**config.mk**
```make
export PLATFORM = sky130hd
export DESIGN_NAME = psram_req_arbiter
export DESIGN_NICKNAME = d
export VERILOG_FILES = /design/src/rtl/psram_req_arbiter.sv
export SDC_FILE = /design/constraint.sdc
export NUM_CORES = 1
export LEC_CHECK = 0
export BUFFER_PORTS_ARGS = -buffer_cell sky130_fd_sc_hd__buf_2
export CAP_MARGIN = 25
export CORE_ASPECT_RATIO = 1.4
export CORE_MARGIN = 2
export CORE_UTILIZATION = 50
export CTS_CLUSTER_SIZE = 40
export DETAILED_ROUTE_END_ITERATION = 7
export HOLD_SLACK_MARGIN = 0.03
export PLACE_DENSITY = 0.83
export SYNTH_ARGS = -nofsm -noshare
export SYNTH_HDL_FRONTEND = slang
export SYNTH_SLANG_ARGS = --single-unit
```
**constraint.sdc**
```tcl
create_clock -name sys_clk -period 3.5 [get_ports sys_clk]
set_clock_uncertainty 0.15 [all_clocks]
set_input_delay 0.175 -clock sys_clk [delete_from_list [all_inputs] [get_ports sys_clk]]
set_output_delay 0.175 -clock sys_clk [all_outputs]
set_load 0.02 [all_outputs]
```
**src/rtl/psram_req_arbiter.sv**
```systemverilog
// psram_req_arbiter
//   Shares the single PSRAM controller command port between two requesters:
//   [0] the UART command decoder and [1] the self-test pattern engine.
//   Traffic is held off until PSRAM initialisation completes. Grants are
//   round-robin with one transaction outstanding at a time. Read data is
//   routed back to the owner, and accesses that never complete are aborted
//   after TIMEOUT cycles and counted in err_cnt.
//
// Ports
//   sys_clk, rst_n          clock (rising edge) / asynchronous active-low reset
//   init_done               PSRAM init finished (level)
//   req_valid/we/addr/wdata per-requester command, packed {req1, req0}
//   req_ready               one-cycle accept pulse to the granted requester
//   rsp_valid/rdata/err     one-cycle completion to the owner
//   mem_start/we/addr/wdata command to PSRAM controller
//   mem_busy/done/rdata     controller handshake and read data
//   process                 FSM state code for logic-analyser probing
//   err_cnt                 saturating timeout count
module psram_req_arbiter #(
  parameter int ADDR_W  = 22,
  parameter int DATA_W  = 16,
  parameter int TIMEOUT = 64
) (
  input  logic                  sys_clk,
  input  logic                  rst_n,
  input  logic                  init_done,
  input  logic [1:0]            req_valid,
  output logic [1:0]            req_ready,
  input  logic [1:0]            req_we,
  input  logic [2*ADDR_W-1:0]   req_addr,
  input  logic [2*DATA_W-1:0]   req_wdata,
  output logic [1:0]            rsp_valid,
  output logic [DATA_W-1:0]     rsp_rdata,
  output logic                  rsp_err,
  output logic                  mem_start,
  output logic                  mem_we,
  output logic [ADDR_W-1:0]     mem_addr,
  output logic [DATA_W-1:0]     mem_wdata,
  input  logic                  mem_busy,
  input  logic                  mem_done,
  input  logic [DATA_W-1:0]     mem_rdata,
  output logic [3:0]            process,
  output logic [7:0]            err_cnt
);

  localparam int TIMER_W = $clog2(TIMEOUT);

  typedef enum logic [2:0] {
    S_WAIT_INIT = 3'd0,
    S_IDLE      = 3'd1,
    S_ISSUE     = 3'd2,
    S_WAIT_DONE = 3'd3,
    S_RESP      = 3'd4
  } state_t;

  state_t              state_q,      state_d;
  logic                last_owner_q, last_owner_d;
  logic                owner_q,      owner_d;
  logic [1:0]          req_ready_q,  req_ready_d;
  logic [1:0]          rsp_valid_q,  rsp_valid_d;
  logic [DATA_W-1:0]   rsp_rdata_q,  rsp_rdata_d;
  logic                rsp_err_q,    rsp_err_d;
  logic                mem_start_q,  mem_start_d;
  logic                mem_we_q,     mem_we_d;
  logic [ADDR_W-1:0]   mem_addr_q,   mem_addr_d;
  logic [DATA_W-1:0]   mem_wdata_q,  mem_wdata_d;
  logic [TIMER_W-1:0]  timer_q,      timer_d;
  logic [7:0]          err_cnt_q,    err_cnt_d;

  // Round-robin pick: prefer the requester that was not served last,
  // otherwise fall back to the one that is (only meaningful if any valid).
  logic grant;
  assign grant = req_valid[~last_owner_q] ? ~last_owner_q : last_owner_q;

  always_comb begin
    state_d      = state_q;
    last_owner_d = last_owner_q;
    owner_d      = owner_q;
    req_ready_d  = 2'b00;
    rsp_valid_d  = 2'b00;
    rsp_rdata_d  = rsp_rdata_q;
    rsp_err_d    = rsp_err_q;
    mem_start_d  = 1'b0;
    mem_we_d     = mem_we_q;
    mem_addr_d   = mem_addr_q;
    mem_wdata_d  = mem_wdata_q;
    timer_d      = timer_q;
    err_cnt_d    = err_cnt_q;

    case (state_q)
      S_WAIT_INIT: begin
        if (init_done) state_d = S_IDLE;
      end

      S_IDLE: begin
        if (!init_done) begin
          state_d = S_WAIT_INIT;
        end else if (|req_valid) begin
          req_ready_d = grant ? 2'b10 : 2'b01;
          owner_d     = grant;
          mem_we_d    = req_we[grant];
          mem_addr_d  = grant ? req_addr[2*ADDR_W-1:ADDR_W] : req_addr[ADDR_W-1:0];
          mem_wdata_d = grant ? req_wdata[2*DATA_W-1:DATA_W] : req_wdata[DATA_W-1:0];
          state_d     = S_ISSUE;
        end
      end

      S_ISSUE: begin
        if (!mem_busy) begin
          mem_start_d = 1'b1;
          timer_d     = '0;
          state_d     = S_WAIT_DONE;
        end
      end

      S_WAIT_DONE: begin
        timer_d = timer_q + TIMER_W'(1);
        // A completion arriving in the expiry cycle wins over the timeout.
        if (mem_done) begin
          rsp_rdata_d = mem_we_q ? '0 : mem_rdata;
          rsp_err_d   = 1'b0;
          rsp_valid_d = owner_q ? 2'b10 : 2'b01;
          state_d     = S_RESP;
        end else if (timer_q == TIMER_W'(TIMEOUT - 1)) begin
          rsp_rdata_d = '0;
          rsp_err_d   = 1'b1;
          rsp_valid_d = owner_q ? 2'b10 : 2'b01;
          if (err_cnt_q != 8'hFF) err_cnt_d = err_cnt_q + 8'd1;
          state_d     = S_RESP;
        end
      end

      S_RESP: begin
        // rsp_valid is high during this state; record who was served.
        last_owner_d = owner_q;
        state_d      = S_IDLE;
      end

      default: state_d = S_WAIT_INIT;
    endcase
  end

  always_ff @(posedge sys_clk or negedge rst_n) begin
    if (!rst_n) begin
      state_q      <= S_WAIT_INIT;
      last_owner_q <= 1'b1;
      owner_q      <= 1'b0;
      req_ready_q  <= 2'b00;
      rsp_valid_q  <= 2'b00;
      rsp_rdata_q  <= '0;
      rsp_err_q    <= 1'b0;
      mem_start_q  <= 1'b0;
      mem_we_q     <= 1'b0;
      mem_addr_q   <= '0;
      mem_wdata_q  <= '0;
      timer_q      <= '0;
      err_cnt_q    <= 8'd0;
    end else begin
      state_q      <= state_d;
      last_owner_q <= last_owner_d;
      owner_q      <= owner_d;
      req_ready_q  <= req_ready_d;
      rsp_valid_q  <= rsp_valid_d;
      rsp_rdata_q  <= rsp_rdata_d;
      rsp_err_q    <= rsp_err_d;
      mem_start_q  <= mem_start_d;
      mem_we_q     <= mem_we_d;
      mem_addr_q   <= mem_addr_d;
      mem_wdata_q  <= mem_wdata_d;
      timer_q      <= timer_d;
      err_cnt_q    <= err_cnt_d;
    end
  end

  assign req_ready = req_ready_q;
  assign rsp_valid = rsp_valid_q;
  assign rsp_rdata = rsp_rdata_q;
  assign rsp_err   = rsp_err_q;
  assign mem_start = mem_start_q;
  assign mem_we    = mem_we_q;
  assign mem_addr  = mem_addr_q;
  assign mem_wdata = mem_wdata_q;
  assign process   = {1'b0, state_q};
  assign err_cnt   = err_cnt_q;

endmodule

```
==> metrics.cfg <==
[run_status]
status=finished clean

[synthesis]
yosys.area.top_type_share_pct=54.18
synthFlopType=dfrtp_1
yosys.area.top_type=dfrtp_1
avgSynthCellArea_sq_um=10.42
ys_types=38
synth-seq-cells=80
synth_area_leaders=dfrtp_1 54%, mux2i_1 11%, o21ai_0 8.6%, nand2_1 5.1%, nand4b_1 4.3%
netlist_instances=350
synth_edf_count=0
synthesis.nets=453
yosysWarnings=0
syn_area_sq_mm=0.003648
ys_seq_area_share_pct=54.90
synthArstFlopShare_pct=100.0

[power_and_ir_drop]
power.leakage_nw=2.998
powerDensity_mw_per_mm2=709.1
vdd_ir_drop_max_v=0.0004158

[final_layout]
num-nets-final=713
final_cell_mix=171 x buf_2, 95 x dlygate4sd3_1, 79 x dfrtp_1, 63 x o21ai_0, 50 x nand2_1
area_growth_pct=58.30
finish.utilization_pct=82.19
final_common_cell=buf_2
insertedDiodeCount=0
finalNonFillerCells=710
layout-drive-gt1-share_pct=33.17

[sta]
drv_slew=0
worstMarginPinSlew_ns=0.6907
relSlewSlack_pct=53.95
setup_viol_count_final=0
timing.final.crit_share_pct=77.43
rsz0062_at_grt=false
fmax_mhz=369.0
hold_viol_final=0
finalCriticalPeriod_ns=2.710
fin_setup_tns_ns=0

[die]
start_util_pct=51.92
chipHeight_um=105.1
die-width_um=76.20
core_sq_mm=0.007027
ios=174
die_area_sq_mm=0.008006
row_count=36

[placed_design]
port_buffers=172
hpwl_mm=6.342
place_congestion=0.7697
dp.cells=598

[grt]
grt_max_degree=82
top_usage_layer=met2
grt_pass1_wl_mm=19.67
grtUsageTotal_pct=31.08
use_met2_pct=53.13
use_met1_pct=36.66
gr-usage-met3_pct=6.908
grt-ovfl-total=0
antenna_found_initial=0
grt_pass1_vias=3992

[detailed_routing]
wl_mm=12.17
dr.pass1.iters=4
vias=3803
antenna_left=0
drc=0
vias_per_cell=5.356
wl_per_cell_um=17.14
drtIter0Drc=250

[clocking]
clock_sinks=80
cts_resized=0
cts_root_buffer=clkbuf_8
cts_tree=done
numCtsBuffers=9
clk_latency_ns=0.35
clk_path_buf_depth=2
post-cts-setup-buffers=0
cts_htree_levels=3
clk_transition_reported_paths_ns=0.08

[job]
maxCapViolCount=0

[setup_path]
cp_slowest_stage_delay_ns=0.62
path_delay_family=buffers and inverters
cp_cell_sequence=nand2_1 -> o21ai_4 -> buf_4 -> mux2i_1 -> dlygate4sd3_1 -> o21ai_0
timing_worst_setup_path_type=reg -> reg
cp-end-kind=register
worstPathArrival_ns=2.73
slowest_stage=dlygate4sd3_1
crit_buf_inv=2
crit_start=last_owner_q
cp.required_ns=3.52
path_max_fanout=38
cp-start-kind=register
rr_startpoint=last_owner_q

[worst_hold_path]
hold_start=req_addr[2]
min_path_type=in -> reg

[cell usage after synthesis, types with 2 or more instances]
library cell and number:
dfrtp_1 79, o21ai_0 63, nand2_1 50, mux2i_1 39
clkbuf_1 19, inv_1 18, nand4b_1 18, nor2_1 9
a21oi_1 7, mux2_2 5, o21ai_1 4, and3_1 3
nand3_1 3, nand4_1 3, and2_1 2, ha_1 2
nand2b_1 2, nor3_1 2, nor3_2 2, xor2_1 2
[state kept, by name, summed over array words and instances (netlist names)]
| name | cells |
|---|---|
| last_owner_q | 1 |
| mem_we | 1 |
| err_cnt | 8 |
| mem_start | 1 |
| owner_q | 1 |
| rsp_err | 1 |
| rsp_valid | 2 |
| state_q | 3 |
| rsp_rdata | 16 |
| mem_wdata | 16 |
| mem_addr | 22 |
| req_ready | 2 |
| timer_q | 6 |
[per-stage QoR]
step	hold WS [ns]	setup WS, ns	total power [W]	cell area, sq um
2_1_floorplan	-0.2706	1.416	0.002471	3649
3_3_place_gp	0.2295	1.390	0.002975	4573
3_5_place_dp	0.2268	1.329	0.003037	4573
4_1_cts	0.03011	0.9769	0.003967	5748
5_1_grt	0.06322	0.7165	0.004299	5776
6_report	0.02657	0.7899	0.004096	5776
[area by class of cell]
type / count / area (sq um)
multi-input combinational: 231 / 1505
sequential: 80 / 2003
clock buffer: 13 / 158.9
clock inverter: 3 / 65.06
fill: 385 / 1251
inverter: 18 / 67.56
timing repair buffer: 270 / 1857
tap: 95 / 118.9
[routing by layer]
layer | wire [um] | part of all wire, % | vias to the layer above
met4 | 486 | 4.0 | 0
li1 | - | - | 1734
met5 | 0 | 0 | -
met2 | 6135 | 50 | 246
met1 | 4571 | 38 | 1776
met3 | 978 | 8.0 | 47
[power by group]
group / internal [W] / total (W) / switching [W] / leakage (nW)
Clock: 0.000440 / 0.000750 / 0.000310 / 0.114
Sequential: 0.00128 / 0.00156 / 0.000279 / 1.02
Combinational: 0.000718 / 0.00179 / 0.00107 / 1.86
[tightest hold or removal path: cells and delay by family]
kind | cells | cell delay [ns]
compound gates | 1 | 0.17
buf+inv | 1 | 0.08
mux | 1 | 0.06
[kinds of logic (layout without fill, tap and decap cells)]
| family | Yosys count | after routing | synth area share, % |
|---|---|---|---|
| other | 1 | 1 | 0.1028 |
| DFF | 80 | 80 | 54.90 |
| buffers and inverters | 39 | 304 | 4.149 |
| muxes | 44 | 44 | 12.24 |
| AOI/OAI and AO/OA | 79 | 79 | 11.21 |
| and+or+nand+nor | 102 | 102 | 15.98 |
| xor gates and xnor gates | 3 | 3 | 0.7203 |
| adders and majority gates | 2 | 2 | 0.6858 |
[final timing paths]
| kind | endpoint | cells after the start | slack (ns) |
|---|---|---|---|
| min in group asynchronous | mem_addr[14] | 2 | 0.06 |
| max | mem_addr[13] | 6 | 0.79 |
| min reg2reg | mem_wdata[4] | 2 | 0.33 |
| max reg2reg | mem_addr[13] | 6 | 0.79 |
| max in group asynchronous | last_owner_q | 3 | 2.53 |
| min | mem_addr[2] | 3 | 0.03 |
[timing repair]
item	4_1_cts	5_1_grt
hold buffers	95	0
setup endpoints to repair	0	0
endpoints found under the hold margin	135	0
Power figures use the tool's default switching activity.
